File: src/rtl/mips_cpu_pkg.sv
// Shared definitions for the MIPS load/store unit: opcodes, state
// encoding and opcode classification helpers.
package mips_cpu_pkg;

  localparam logic [5:0] OP_LB  = 6'b100000;
  localparam logic [5:0] OP_LH  = 6'b100001;
  localparam logic [5:0] OP_LWL = 6'b100010;
  localparam logic [5:0] OP_LW  = 6'b100011;
  localparam logic [5:0] OP_LBU = 6'b100100;
  localparam logic [5:0] OP_LHU = 6'b100101;
  localparam logic [5:0] OP_LWR = 6'b100110;
  localparam logic [5:0] OP_SB  = 6'b101000;
  localparam logic [5:0] OP_SH  = 6'b101001;
  localparam logic [5:0] OP_SW  = 6'b101011;

  typedef enum logic [1:0] {
    IDLE  = 2'd0,
    READ  = 2'd1,
    WRITE = 2'd2,
    DONE  = 2'd3
  } lsu_state_t;

  function automatic logic is_load(input logic [5:0] op);
    case (op)
      OP_LB, OP_LH, OP_LWL, OP_LW, OP_LBU, OP_LHU, OP_LWR: return 1'b1;
      default:                                             return 1'b0;
    endcase
  endfunction

  function automatic logic is_store(input logic [5:0] op);
    case (op)
      OP_SB, OP_SH, OP_SW: return 1'b1;
      default:             return 1'b0;
    endcase
  endfunction

  // Halfword accesses need an even address, word accesses a word-aligned
  // one; byte and unaligned-word (lwl/lwr) accesses never fault.
  function automatic logic is_misaligned(input logic [5:0] op, input logic [1:0] off);
    case (op)
      OP_LH, OP_LHU, OP_SH: return off[0];
      OP_LW, OP_SW:         return (off != 2'b00);
      default:              return 1'b0;
    endcase
  endfunction

endpackage

File: src/rtl/mips_cpu_lsu_if.sv
// Request/response and Avalon-MM data bus signals of the load/store unit.
// master = the LSU itself, slave = the core/bus side driving it.
interface mips_cpu_lsu_if;
  logic        req_valid;
  logic [5:0]  req_opcode;
  logic [31:0] req_addr;
  logic [31:0] req_wdata;
  logic        busy;
  logic        done;
  logic [31:0] load_data;
  logic [1:0]  addr_offset;
  logic        misaligned;
  logic        bus_error;
  logic [31:0] avm_address;
  logic        avm_read;
  logic        avm_write;
  logic [31:0] avm_writedata;
  logic [3:0]  avm_byteenable;
  logic        avm_waitrequest;
  logic [31:0] avm_readdata;

  modport master (
    input  req_valid, req_opcode, req_addr, req_wdata,
    input  avm_waitrequest, avm_readdata,
    output busy, done, load_data, addr_offset, misaligned, bus_error,
    output avm_address, avm_read, avm_write, avm_writedata, avm_byteenable
  );

  modport slave (
    output req_valid, req_opcode, req_addr, req_wdata,
    output avm_waitrequest, avm_readdata,
    input  busy, done, load_data, addr_offset, misaligned, bus_error,
    input  avm_address, avm_read, avm_write, avm_writedata, avm_byteenable
  );
endinterface

File: src/rtl/mips_cpu_lsu_store_align.sv
// Byte-lane steering for stores: replicates the store data across lanes
// and selects the byteenables. Loads always enable all four lanes.
module mips_cpu_lsu_store_align
  import mips_cpu_pkg::*;
(
  input  logic [5:0]  opcode_i,
  input  logic [1:0]  addr_lo_i,
  input  logic [31:0] wdata_i,
  output logic [3:0]  byteenable_o,
  output logic [31:0] writedata_o
);

  // Lane selection and data replication per store width
  always_comb begin
    byteenable_o = 4'b1111;
    writedata_o  = wdata_i;
    case (opcode_i)
      OP_SB: begin
        byteenable_o = 4'b0001 << addr_lo_i;
        writedata_o  = {4{wdata_i[7:0]}};
      end
      OP_SH: begin
        byteenable_o = addr_lo_i[1] ? 4'b1100 : 4'b0011;
        writedata_o  = {2{wdata_i[15:0]}};
      end
      default: begin
        byteenable_o = 4'b1111;
        writedata_o  = wdata_i;
      end
    endcase
  end

endmodule

File: src/rtl/mips_cpu_lsu.sv
// Load/store unit: takes one request from the datapath, issues a single
// word-aligned Avalon-MM access and returns the raw word plus byte offset.
module mips_cpu_lsu
  import mips_cpu_pkg::*;
#(
  parameter int unsigned TIMEOUT_CYCLES = 32'd256
) (
  input  logic         clk,
  input  logic         reset_n,
  mips_cpu_lsu_if.master bus
);

  localparam logic [31:0] TMO_LIMIT = TIMEOUT_CYCLES;
  localparam logic        TMO_EN    = (TIMEOUT_CYCLES != 32'd0);

  lsu_state_t  state_q, state_d;
  logic [31:0] addr_q, addr_d;
  logic [3:0]  be_q, be_d;
  logic [31:0] wdata_q, wdata_d;
  logic [31:0] load_data_q, load_data_d;
  logic [1:0]  offset_q, offset_d;
  logic        misaligned_q, misaligned_d;
  logic        bus_error_q, bus_error_d;
  logic [31:0] tmo_cnt_q, tmo_cnt_d;

  logic [3:0]  align_be_s;
  logic [31:0] align_wdata_s;

  mips_cpu_lsu_store_align u_store_align (
    .opcode_i     (bus.req_opcode),
    .addr_lo_i    (bus.req_addr[1:0]),
    .wdata_i      (bus.req_wdata),
    .byteenable_o (align_be_s),
    .writedata_o  (align_wdata_s)
  );

  // State register and all registered outputs
  always_ff @(posedge clk or negedge reset_n) begin
    if (!reset_n) begin
      state_q      <= IDLE;
      addr_q       <= 32'd0;
      be_q         <= 4'd0;
      wdata_q      <= 32'd0;
      load_data_q  <= 32'd0;
      offset_q     <= 2'd0;
      misaligned_q <= 1'b0;
      bus_error_q  <= 1'b0;
      tmo_cnt_q    <= 32'd0;
    end else begin
      state_q      <= state_d;
      addr_q       <= addr_d;
      be_q         <= be_d;
      wdata_q      <= wdata_d;
      load_data_q  <= load_data_d;
      offset_q     <= offset_d;
      misaligned_q <= misaligned_d;
      bus_error_q  <= bus_error_d;
      tmo_cnt_q    <= tmo_cnt_d;
    end
  end

  // Next-state: accept/fault in IDLE, wait out waitrequest, pulse DONE
  always_comb begin
    state_d      = state_q;
    addr_d       = addr_q;
    be_d         = be_q;
    wdata_d      = wdata_q;
    load_data_d  = load_data_q;
    offset_d     = offset_q;
    misaligned_d = 1'b0;
    bus_error_d  = 1'b0;
    tmo_cnt_d    = tmo_cnt_q;
    case (state_q)
      IDLE: begin
        if (bus.req_valid && (is_load(bus.req_opcode) || is_store(bus.req_opcode))) begin
          offset_d = bus.req_addr[1:0];
          if (is_misaligned(bus.req_opcode, bus.req_addr[1:0])) begin
            misaligned_d = 1'b1;
          end else begin
            addr_d    = {bus.req_addr[31:2], 2'b00};
            be_d      = align_be_s;
            wdata_d   = align_wdata_s;
            tmo_cnt_d = 32'd0;
            state_d   = is_load(bus.req_opcode) ? READ : WRITE;
          end
        end else begin
          state_d = IDLE;
        end
      end
      READ, WRITE: begin
        if (!bus.avm_waitrequest) begin
          if (state_q == READ) begin
            load_data_d = bus.avm_readdata;
          end else begin
            load_data_d = load_data_q;
          end
          state_d = DONE;
        end else if (TMO_EN && ((tmo_cnt_q + 32'd1) == TMO_LIMIT)) begin
          // Slave never answered: abort, keep previous load_data
          tmo_cnt_d   = tmo_cnt_q + 32'd1;
          bus_error_d = 1'b1;
          state_d     = DONE;
        end else begin
          tmo_cnt_d = tmo_cnt_q + 32'd1;
        end
      end
      DONE: begin
        state_d = IDLE;
      end
      default: begin
        state_d = IDLE;
      end
    endcase
  end

  assign bus.busy           = (state_q != IDLE);
  assign bus.done           = (state_q == DONE);
  assign bus.avm_read       = (state_q == READ);
  assign bus.avm_write      = (state_q == WRITE);
  assign bus.avm_address    = addr_q;
  assign bus.avm_byteenable = be_q;
  assign bus.avm_writedata  = wdata_q;
  assign bus.load_data      = load_data_q;
  assign bus.addr_offset    = offset_q;
  assign bus.misaligned     = misaligned_q;
  assign bus.bus_error      = bus_error_q;

endmodule

File: src/flat_wrapper.sv
// flat-port wrapper written by rule: the top's interface ports become plain ports
module mips_cpu_lsu_flat import mips_cpu_pkg::*;
#(
  parameter int unsigned TIMEOUT_CYCLES = 32'd256
)
  (clk, reset_n, bus_req_valid, bus_req_opcode, bus_req_addr, bus_req_wdata, bus_avm_waitrequest, bus_avm_readdata, bus_busy, bus_done, bus_load_data, bus_addr_offset, bus_misaligned, bus_bus_error, bus_avm_address, bus_avm_read, bus_avm_write, bus_avm_writedata, bus_avm_byteenable);
  mips_cpu_lsu_if bus_i ();
  input  logic clk;
  input  logic reset_n;
  input wire logic [$bits(bus_i.req_valid)-1:0] bus_req_valid;
  input wire logic [$bits(bus_i.req_opcode)-1:0] bus_req_opcode;
  input wire logic [$bits(bus_i.req_addr)-1:0] bus_req_addr;
  input wire logic [$bits(bus_i.req_wdata)-1:0] bus_req_wdata;
  input wire logic [$bits(bus_i.avm_waitrequest)-1:0] bus_avm_waitrequest;
  input wire logic [$bits(bus_i.avm_readdata)-1:0] bus_avm_readdata;
  output wire logic [$bits(bus_i.busy)-1:0] bus_busy;
  output wire logic [$bits(bus_i.done)-1:0] bus_done;
  output wire logic [$bits(bus_i.load_data)-1:0] bus_load_data;
  output wire logic [$bits(bus_i.addr_offset)-1:0] bus_addr_offset;
  output wire logic [$bits(bus_i.misaligned)-1:0] bus_misaligned;
  output wire logic [$bits(bus_i.bus_error)-1:0] bus_bus_error;
  output wire logic [$bits(bus_i.avm_address)-1:0] bus_avm_address;
  output wire logic [$bits(bus_i.avm_read)-1:0] bus_avm_read;
  output wire logic [$bits(bus_i.avm_write)-1:0] bus_avm_write;
  output wire logic [$bits(bus_i.avm_writedata)-1:0] bus_avm_writedata;
  output wire logic [$bits(bus_i.avm_byteenable)-1:0] bus_avm_byteenable;
  assign bus_i.req_valid = bus_req_valid;
  assign bus_i.req_opcode = bus_req_opcode;
  assign bus_i.req_addr = bus_req_addr;
  assign bus_i.req_wdata = bus_req_wdata;
  assign bus_i.avm_waitrequest = bus_avm_waitrequest;
  assign bus_i.avm_readdata = bus_avm_readdata;
  assign bus_busy = bus_i.busy;
  assign bus_done = bus_i.done;
  assign bus_load_data = bus_i.load_data;
  assign bus_addr_offset = bus_i.addr_offset;
  assign bus_misaligned = bus_i.misaligned;
  assign bus_bus_error = bus_i.bus_error;
  assign bus_avm_address = bus_i.avm_address;
  assign bus_avm_read = bus_i.avm_read;
  assign bus_avm_write = bus_i.avm_write;
  assign bus_avm_writedata = bus_i.avm_writedata;
  assign bus_avm_byteenable = bus_i.avm_byteenable;
  mips_cpu_lsu #(.TIMEOUT_CYCLES(TIMEOUT_CYCLES)) u_core (.clk(clk), .reset_n(reset_n), .bus(bus_i));
endmodule
File: config.mk
export PLATFORM = sky130hd
export DESIGN_NAME = mips_cpu_lsu_flat
export DESIGN_NICKNAME = d
export VERILOG_FILES = /design/src/rtl/mips_cpu_pkg.sv /design/src/rtl/mips_cpu_lsu_if.sv /design/src/rtl/mips_cpu_lsu_store_align.sv /design/src/rtl/mips_cpu_lsu.sv /design/src/flat_wrapper.sv
export SDC_FILE = /design/constraint.sdc
export NUM_CORES = 1
export LEC_CHECK = 0
export CAP_MARGIN = 30
export CORE_AREA = 2 2 98 147
export CTS_CLUSTER_DIAMETER = 100
export DETAILED_ROUTE_END_ITERATION = 6
export DIE_AREA = 0 0 100 149
export GPL_TIMING_DRIVEN = 0
export PLACE_DENSITY = 0.85
export SETUP_SLACK_MARGIN = 0.15
export SLEW_MARGIN = 10
export SYNTH_ARGS = -nofsm -noshare
export SYNTH_HDL_FRONTEND = slang
export SYNTH_SLANG_ARGS = --single-unit
export TNS_END_PERCENT = 20
File: constraint.sdc
create_clock -name clk -period 5.5 [get_ports clk]
set_input_delay 1.1 -clock clk [delete_from_list [all_inputs] [get_ports clk]]
set_output_delay 1.1 -clock clk [all_outputs]
set_load 0.01 [all_outputs]
==> metrics.csv, run 1 <==
metric,value,unit
final_core_util,0.706,
die_h,149,um
async_flop_share,1.00,
cp.required,5.86,ns
worstHoldStart,u_core.bus.avm_writedata[24],
met1_usage,0.306,
routed_wl,20000,um
diodes,0,
status,completed,
synth-seq-cells,136,
max-clock-path-buffers,2,
yosys_warnings,0,
die_area,0.0149,sq mm
routabilityCongestion,0.966,
timing_hold_violations_final,0,
hold_ws,0.479,ns
setup_violations,0,
ant_nets,0,
grt_max_degree,90,
crit_path_end_kind,flip-flop,
dp.cells,1020,
nFillCells,980,
via_per_inst,5.75,
ctsHoldBuffers,0,
path_class,in2reg,
synth-edff-count,0,
first_global_vias,6357,
cap_violations,0,
overflow,0,
drive_gt1_frac,0.154,
num_vias,6053,
synth.most_common_cell,dfrtp_1,
area_growth,43.3,%
synth_area_leader_cell,dfrtp_1,
rrSetupSlack,2.20,ns
fmax,277,MHz
fin_cells,1052,
reg2reg_from,u_core.tmo_cnt_q[0],
start_util,0.492,
tightestPinTransition,0.796,ns
dr.pass1.iters,6,
hold_path_class,reg2reg,
fin_crit,3.61,ns
synth.avg_cell_area,10.6,sq um
synth_flop_cell,dfrtp_1,
synth.top_cell.area_share,0.501,
ir_worst_vdd,226,uV
start_kind,input port,
drc,0,
port-buffer-count,210,
stdcell_area,0.00973,sq mm
rsz0062_at_grt,no,
synth_cell_types,54,
busiest_layer,met2,
setup_tns,0,ns
syn_area,0.00679,sq mm
yosys-top-cells-count,"136 x dfrtp_1, 83 x nand2_1, 77 x mux2_2",
clk_pin_slew_worst_paths,0.06,ns
use_met3,0.0651,
reg2reg_depth,9,
ctsResizeCount,0,
grt_use_total,0.272,
cts_buffers,17,
finalCritPeriodShare,0.657,
grt_pass1_wl,32100,um
syn_inst,643,
cts.sinks,136,
dp_hpwl,14400,um
wire_per_inst,19.0,um
fin_nets,987,
multiInputGateArea,0.00315,sq mm
p_leak,4.05,nW
die_w,100,um
critPathArrivalTime,3.97,ns
power.density,414,mW/mm^2
clk_latency,0.42,ns
crit_start,bus_req_opcode[5],
maxSlewViolCount,0,
met2_usage,0.480,
r2r-end,u_core.state_q[0],
htreeDepth,4,
place_area,0.00913,sq mm
cts_tree,done,
num_io_pins,214,
root_buffer,clkbuf_16,
rows,53,
first_iter_violations,416,
path_max_fanout,10,
skew,0.0127,ns
antenna_found_initial,0,
post_cts_buffers,0,
yosysSeqAreaShare,0.501,
core,0.0138,sq mm
crit_end,u_core.tmo_cnt_q[14],
register_area,0.00340,sq mm
synthTopCellsByArea,"dfrtp_1 50%, mux2_2 13%, o21ai_0 4.7%, nand2_1 4.6%, mux2i_1 4.3%",
maxSlewHeadroom,0.470,
-- how the worst min path moves through the flow --
stage	slack, ns	cells after the start	to
final	0.48	2	u_core.bus.avm_writedata[24]
after detailed placement	0.47	1	u_core.bus.avm_byteenable[2]
after global placement	0.46	1	u_core.bus.avm_byteenable[2]
after CTS	0.48	2	u_core.bus.avm_writedata[24]
after global routing	0.50	1	u_core.bus.avm_byteenable[2]
after floorplan	0.52	2	u_core.tmo_cnt_q[19]
-- kinds of logic (layout without fill, tap and decap cells) --
family                     after synthesis  after routing  synth area share
and+or+nand+nor                        204            204             0.159
DFF                                    136            136             0.501
AOI/OAI and AO/OA                      127            127             0.112
muxes                                  108            108             0.174
buffers and inverters                   56            299            0.0357
adders and majority gates                7              7            0.0129
xor gates and xnor gates                 4              4           0.00516
other                                    1              2          0.000552
-- routing by layer --
metal	vias up	part of all wire
met5	-	0
met4	0	0.036
met3	60	0.064
met2	274	0.54
met1	2929	0.36
li1	2790	-
-- sequential cells by signal (all words and copies together) (netlist names), 2 cells and up --
signal                     count
u_core.bus.load_data          32
u_core.state_q                 2
u_core.bus.avm_writedata      32
u_core.bus.avm_address        30
u_core.bus.avm_byteenable      4
u_core.bus.addr_offset         2
u_core.tmo_cnt_q              32
-- report_power, final --
part	switching (mW)	total [mW]	internal (mW)
Combinational	0.594	1.38	0.787
Clock	0.504	1.16	0.657
Sequential	0.180	1.49	1.31
Total	1.28	4.03	2.75
-- cell usage in the layout, fill, tap and decap left out, types with 7 or more instances in the layout --
cell type	count
a21oi_1	21
a22o_1	11
and3_1	7
and4_1	8
buf_2	13
clkbuf_1	26
clkbuf_16	17
clkdlybuf4s50_1	209
dfrtp_1	136
ha_1	7
inv_1	8
mux2_2	77
mux2i_1	29
nand2_1	83
nand3_1	21
nand4_1	11
nor2_1	11
nor3_1	20
nor4_1	12
o21ai_0	64
-- worst max-delay path, cell delays in order --
cell and delay [ns]:
clkdlybuf4s50_1 0.44, nor2b_1 0.30, nand3_1 0.12, a21oi_1 0.32, nand2_1 0.13, a22oi_1 0.60
clkbuf_1 0.56, nand2_1 0.11, mux2i_1 0.15, a22o_1 0.14
-- metrics by stage --
stage / worst slack, ns / total power, mW
detailed placement: 1.51 / 2.87
CTS: 1.95 / 4.04
finish: 1.89 / 4.03
floorplan: 2.50 / 2.06
global placement: -2.21 / 2.83
global route: 1.69 / 4.21
-- cell type report --
| type | instances | area share |
|---|---|---|
| multi-input combinational | 452 | 0.324 |
| buffer | 48 | 0.0219 |
| clock inverter | 14 | 0.0165 |
| clock buffer | 18 | 0.0451 |
| tap | 165 | 0.0212 |
| timing repair buffer | 211 | 0.219 |
| inverter | 8 | 0.00309 |
| sequential | 136 | 0.350 |
Note: power is estimated with default switching activity, not from simulation.
==> run 2, diff against run 1 <==
--- a/config.mk
+++ b/config.mk
@@ -6,12 +6,12 @@
 export NUM_CORES = 1
 export LEC_CHECK = 0
 export CAP_MARGIN = 30
-export CORE_AREA = 2 2 98 147
+export CORE_AREA = 2 2 107 161
 export CTS_CLUSTER_DIAMETER = 100
 export DETAILED_ROUTE_END_ITERATION = 6
-export DIE_AREA = 0 0 100 149
+export DIE_AREA = 0 0 109 163
 export GPL_TIMING_DRIVEN = 0
-export PLACE_DENSITY = 0.85
+export PLACE_DENSITY = 0.75
 export SETUP_SLACK_MARGIN = 0.15
 export SLEW_MARGIN = 10
 export SYNTH_ARGS = -nofsm -noshare
==> constraint.sdc (replaced) <==
create_clock -name clk -period 3.1 [get_ports clk]
set_input_delay 0.62 -clock clk [delete_from_list [all_inputs] [get_ports clk]]
set_output_delay 0.62 -clock clk [all_outputs]
set_load 0.01 [all_outputs]
==> metrics.csv, run 2 (synthesis gave the netlist of run 1 again) <==
metric,value,unit,change
power.density,717,mW/mm^2,+73%
dp.cells,1065,,+4.4%
drive_gt1_frac,0.190,,+0.0355
fmax,342,MHz,
start_kind,flip-flop,,
cap_violations,0,,unchanged
setup_tns,0,ns,unchanged
maxSlewViolCount,0,,unchanged
wire_per_inst,18.1,um,-4.8%
ctsHoldBuffers,0,,unchanged
fin_crit,2.93,ns,
die_h,163,um,+9.4%
status,completed,,
grt_pass1_wl,31100,um,-3.1%
drc,0,,unchanged
dp_hpwl,14900,um,+3.1%
tightestPinTransition,0.747,ns,-0.0484 ns
overflow,0,,unchanged
path_class,reg2reg,,
maxSlewHeadroom,0.502,,+0.0323
root_buffer,clkbuf_16,,
cp.required,3.41,ns,-2.45 ns
finalCritPeriodShare,0.944,,
hold_ws,0.201,ns,-0.278 ns
p_leak,4.16,nW,+2.6%
path_cells,ha_4 -> nand4_4 -> nor4_4 -> buf_4 -> nand3_4 -> nor4_4 -> o2111ai_2 -> nor4_2 -> buf_4 -> o22ai_4 -> mux2_1,,
dr.pass1.iters,5,,-1
rsz0062_at_grt,yes,,
finalPower,7.17,mW,+78%
num_io_pins,214,,unchanged
setup_violations,0,,unchanged
diodes,0,,unchanged
start_util,0.412,,-0.0801
cts.sinks,136,,unchanged
clk_pin_slew_worst_paths,0.06,ns,about the same
core,0.0165,sq mm,+19%
first_iter_violations,338,,-19%
path_max_fanout,8,,-2
max-clock-path-buffers,2,,unchanged
timing_hold_violations_final,0,,unchanged
nFillCells,1375,,+40%
routed_wl,20100,um,+0.41%
ir_worst_vdd,541,uV,+140%
fin_nets,1002,,+1.5%
place_area,0.00919,sq mm,+0.62%
max_stage_delay,0.41,ns,-0.19 ns
crit_buf_inv,2,,unchanged
grt_use_total,0.229,,-0.0433
routabilityCongestion,0.878,,-9.2%
area_growth,47.3,%,
stdcell_area,0.0100,sq mm,+2.8%
die_area,0.0178,sq mm,+19%
crit_path_end_kind,flip-flop,,
final_cell_mix,"209 x clkdlybuf4s50_1, 131 x dfrtp_1, 83 x nand2_1, 77 x mux2_2, 64 x o21ai_0",,
ant_nets,0,,unchanged
skew,0.00834,ns,-0.00437 ns
via_per_inst,5.40,,-6.2%
final_common_cell,clkdlybuf4s50_1,,
num_vias,5989,,-1.1%
critPathSlowestCell,dfrtp_2,,
antenna_found_initial,0,,unchanged
die_w,109,um,+9.0%
grt_max_degree,74,,-18%
cts_buffers,17,,unchanged
critical_path.top_delay_family,simple AND/OR/NAND/NOR gates,,
port-buffer-count,210,,unchanged
clk_latency,0.43,ns,about the same
cts_tree,done,,
fin_cells,1110,,+5.5%
htreeDepth,4,,unchanged
first_global_vias,5946,,-6.5%
rows,58,,+9.4%
critPathArrivalTime,3.24,ns,-0.73 ns
hold_path_class,in2async,,
## run 2: changes by cell type in the layout (fill, tap and decap cells not counted), moves of 2 or more
cell       previous run  this run
dfrtp_1             136       131
dfrtp_2               0         5
clkbuf_2              1         8
inv_8                 3         0
bufinv_16             1         3
clkinv_8              2         0
clkinv_2              1         3
nor4_4                1         3
nor4_1               12        10
clkbuf_1             26        21
buf_4                 4        19
## run 2: final timing paths
check	endpoint	cells after the start	slack, ns	startpoint
setup / recovery	u_core.state_q[0]	11	0.17	u_core.tmo_cnt_q[0]
setup reg to reg	u_core.state_q[0]	11	0.17	u_core.tmo_cnt_q[0]
min in group clk	u_core.bus.avm_writedata[10]	2	0.47	u_core.bus.avm_writedata[10]
max in group asynchronous	u_core.tmo_cnt_q[0]	2	2.12	reset_n
hold / removal	u_core.bus.avm_writedata[7]	1	0.20	reset_n
hold reg to reg	u_core.bus.avm_writedata[10]	2	0.47	u_core.bus.avm_writedata[10]
## run 2: routing by layer
layer | wire length (um) | share of wire | vias to the layer above | GRT usage
li1 | - | - | 2819 | -
met1 | 7410 | 0.37 | 2939 | 0.253
met2 | 11000 | 0.55 | 183 | 0.409
met3 | 1010 | 0.050 | 48 | 0.0540
met4 | 671 | 0.033 | 0 | 0.105
met5 | 0 | 0 | - | 0
## run 2: per-stage QoR
stage	utilization	setup WS, ns
after CTS	0.597	0.152
after floorplan	-	0.406
after global placement	0.556	-4.28
after detailed placement	0.558	-0.314
final	0.607	0.173
after global routing	0.607	0.0471
## run 2: worst reg2reg max path, stage by stage (launching register included)
cell and delay, ns:
dfrtp_2 0.41, ha_4 0.18, nand4_4 0.20, nor4_4 0.39, buf_4 0.19, nand3_4 0.10, nor4_4 0.28, o2111ai_2 0.19
nor4_2 0.30, buf_4 0.17, o22ai_4 0.08, mux2_1 0.32
## run 2: cell type report
cell class / instances / area [sq um] / area share
sequential: 136 / 3410 / 0.341
clock buffer: 19 / 433 / 0.0433
tap: 210 / 263 / 0.0263
inverter: 8 / 30.0 / 0.00300
clock inverter: 11 / 148 / 0.0148
timing repair buffer: 226 / 2240 / 0.224
buffer: 48 / 221 / 0.0221
multi-input combinational: 452 / 3260 / 0.325
## run 2: power breakdown
group	switching, mW	leakage (nW)	internal, mW
Clock	0.783	0.284	1.26
Combinational	1.07	2.17	1.42
Sequential	0.313	1.71	2.32
## run 2: repair_timing
action | 4_1_cts | 5_1_grt
endpoints found under the hold margin | 0 | 0
gates resized for setup | 13 | 19
buffers inserted | 3 | 12
setup endpoints to repair | 26 | 28
pin swaps | 2 | 8
==> run 3, diff against run 2 <==
--- a/config.mk
+++ b/config.mk
@@ -6,12 +6,12 @@
 export NUM_CORES = 1
 export LEC_CHECK = 0
 export CAP_MARGIN = 30
-export CORE_AREA = 2 2 107 161
+export CORE_AREA = 2 2 98 147
 export CTS_CLUSTER_DIAMETER = 100
 export DETAILED_ROUTE_END_ITERATION = 6
-export DIE_AREA = 0 0 109 163
+export DIE_AREA = 0 0 100 149
 export GPL_TIMING_DRIVEN = 0
-export PLACE_DENSITY = 0.75
+export PLACE_DENSITY = 0.85
 export SETUP_SLACK_MARGIN = 0.15
 export SLEW_MARGIN = 10
 export SYNTH_ARGS = -nofsm -noshare
==> constraint.sdc (replaced) <==
create_clock -name clk -period 3.4 [get_ports clk]
set_input_delay 0.51 -clock clk [delete_from_list [all_inputs] [get_ports clk]]
set_output_delay 0.51 -clock clk [all_outputs]
set_load 0.01 [all_outputs]
==> metrics.csv, run 3 (synthesis gave the netlist of run 1 again) <==
metric,value,unit,change
p_clk_frac,0.287,,+0.002
htreeDepth,4,,unchanged
register_area,0.00340,sq mm,-0.18%
start_util,0.492,,+0.0801
path_max_fanout,10,,+2
final_cell_mix,"209 x clkdlybuf4s50_1, 136 x dfrtp_1, 83 x nand2_1, 77 x mux2_2, 64 x o21ai_0",,
final_common_cell,clkdlybuf4s50_1,,
met2_usage,0.482,,+0.0727
reg2reg_from,u_core.state_q[0],,
final_core_util,0.708,,+0.101
setup_tns,0,ns,unchanged
routabilityCongestion,0.966,,+10%
hold_ws,0.0275,ns,-0.173 ns
ant_nets,0,,unchanged
nFillCells,973,,-29%
path_class,reg2reg,,
tightestPinTransition,0.794,ns,+0.0469 ns
drive_gt1_frac,0.161,,-0.0293
finalCritPeriodShare,0.938,,-0.00558
routed_wl,20100,um,-0.12%
skew,0.0120,ns,+0.00365 ns
cts_buffers,17,,unchanged
setup_violations,0,,unchanged
stdcell_area,0.00977,sq mm,-2.3%
dp_hpwl,14400,um,-3.0%
num_vias,6073,,+1.4%
post-place-ws,0.00243,ns,+0.316 ns
port-buffer-count,210,,unchanged
timing.final.ws_setup,0.209,ns,+0.0357 ns
num_io_pins,214,,unchanged
die_area,0.0149,sq mm,-16%
p_sw,2.07,mW,-4.6%
cap_violations,0,,unchanged
clk_pin_slew_worst_paths,0.07,ns,about the same
cts.sinks,136,,unchanged
first_iter_violations,463,,+37%
multiInputGateArea,0.00316,sq mm,-2.9%
max-clock-path-buffers,2,,unchanged
area_growth,43.8,%,
drc,0,,unchanged
grt_use_total,0.272,,+0.0428
reg2reg_depth,11,,unchanged
grt_pass1_wl,32000,um,+3.1%
cp.required,3.70,ns,+0.29 ns
clk_latency,0.42,ns,about the same
start_kind,flip-flop,,
overflow,0,,unchanged
dp.cells,1020,,-4.2%
first_global_vias,6359,,+6.9%
hold_path_class,in2async,,
met1_usage,0.305,,+0.0529
r2r-end,u_core.tmo_cnt_q[7],,
fmax,313,MHz,-8.3%
wire_per_inst,19.0,um,+5.1%
die_w,100,um,-8.3%
p_seq_frac,0.369,,about the same
critPathSlowestCell,clkbuf_1,,
power.density,668,mW/mm^2,-6.8%
status,completed,,
die_h,149,um,-8.6%
path_cells,inv_1 -> ha_1 -> clkbuf_1 -> inv_1 -> nand2_1 -> a22o_1 -> clkbuf_1 -> clkbuf_1 -> nor4_1 -> o21ai_0 -> nand2_1,,
p_leak,4.07,nW,-2.1%
rsz0062_at_grt,yes,,
dr.pass1.iters,7,,+2
crit_path_end_kind,flip-flop,,
maxSlewViolCount,0,,unchanged
core,0.0138,sq mm,-16%
timing_hold_violations_final,0,,unchanged
maxSlewHeadroom,0.471,,-0.0313
fin_nets,990,,-1.2%
rows,53,,-8.6%
rrSetupSlack,0.21,ns,+0.04 ns
fin_cells,1055,,-5.0%
antenna_found_initial,0,,unchanged
finalPower,6.52,mW,-9.0%
internal_power,4.45,mW,-11%
max_stage_delay,0.52,ns,+0.11 ns
cts_tree,done,,
use_met3,0.0642,,+0.0102
root_buffer,clkbuf_16,,
critPathArrivalTime,3.49,ns,+0.25 ns
ir_worst_vdd,365,uV,-32%
grt_max_degree,90,,+22%
place_area,0.00913,sq mm,-0.61%
diodes,0,,unchanged
combPwrFrac,0.343,,-0.005
cpMostUsedCell,clkbuf_1,,
p_sw_frac,0.317,,+0.0147
fin_crit,3.19,ns,+0.264 ns
via_per_inst,5.76,,+6.7%
busiest_layer,met2,,
run 3: how the worst max path moves through the flow:
stage	start	to	slack (ns)	cells after the start
CTS	u_core.state_q[0]	u_core.tmo_cnt_q[6]	0.23	10
finish	u_core.state_q[0]	u_core.tmo_cnt_q[7]	0.21	11
floorplan	u_core.tmo_cnt_q[0]	u_core.state_q[0]	0.71	9
global placement	reset_n	u_core.bus.load_data[31]	-3.72	1
detailed placement	bus_req_opcode[5]	u_core.tmo_cnt_q[14]	0.002	10
global route	u_core.state_q[1]	u_core.tmo_cnt_q[7]	0.06	11
run 3: layout make-up:
cell class	instances	share of cell area
Clock inverter	14	0.0164
Inverter	8	0.00307
Multi-Input combinational cell	452	0.324
Sequential cell	136	0.348
Timing Repair Buffer	214	0.220
Buffer	48	0.0220
Tap cell	165	0.0211
Clock buffer	18	0.0450
run 3: metal layers:
metal  routed length [um]  share of wire
met1                 7320           0.36
met2                10800           0.54
met3                 1210          0.060
met4                  774          0.039
met5                    0              0
run 3: worst max-delay path, delay by kind of cell (launching register included):
family | cells | cell delay, ns
flops | 1 | 0.41
buf+inv | 5 | 1.71
compound gates | 2 | 0.31
fa+ha+maj | 1 | 0.29
simple gates | 3 | 0.35
run 3: what timing repair did:
action / CTS / global route
buffers inserted: 0 / 3
endpoints found under the setup margin: 2 / 15
pin swaps: 1 / 2
resized for setup: 0 / 6
hold buffers: 0 / 0
run 3: power groups by stage:
stage	registers (mW)	logic [mW]	clock network [mW]
after floorplan	2.60	0.731	0
after global placement	2.39	2.19	0
after detailed placement	2.42	2.23	0
after CTS	2.40	2.25	1.89
after global routing	2.46	2.40	1.95
final	2.41	2.24	1.87
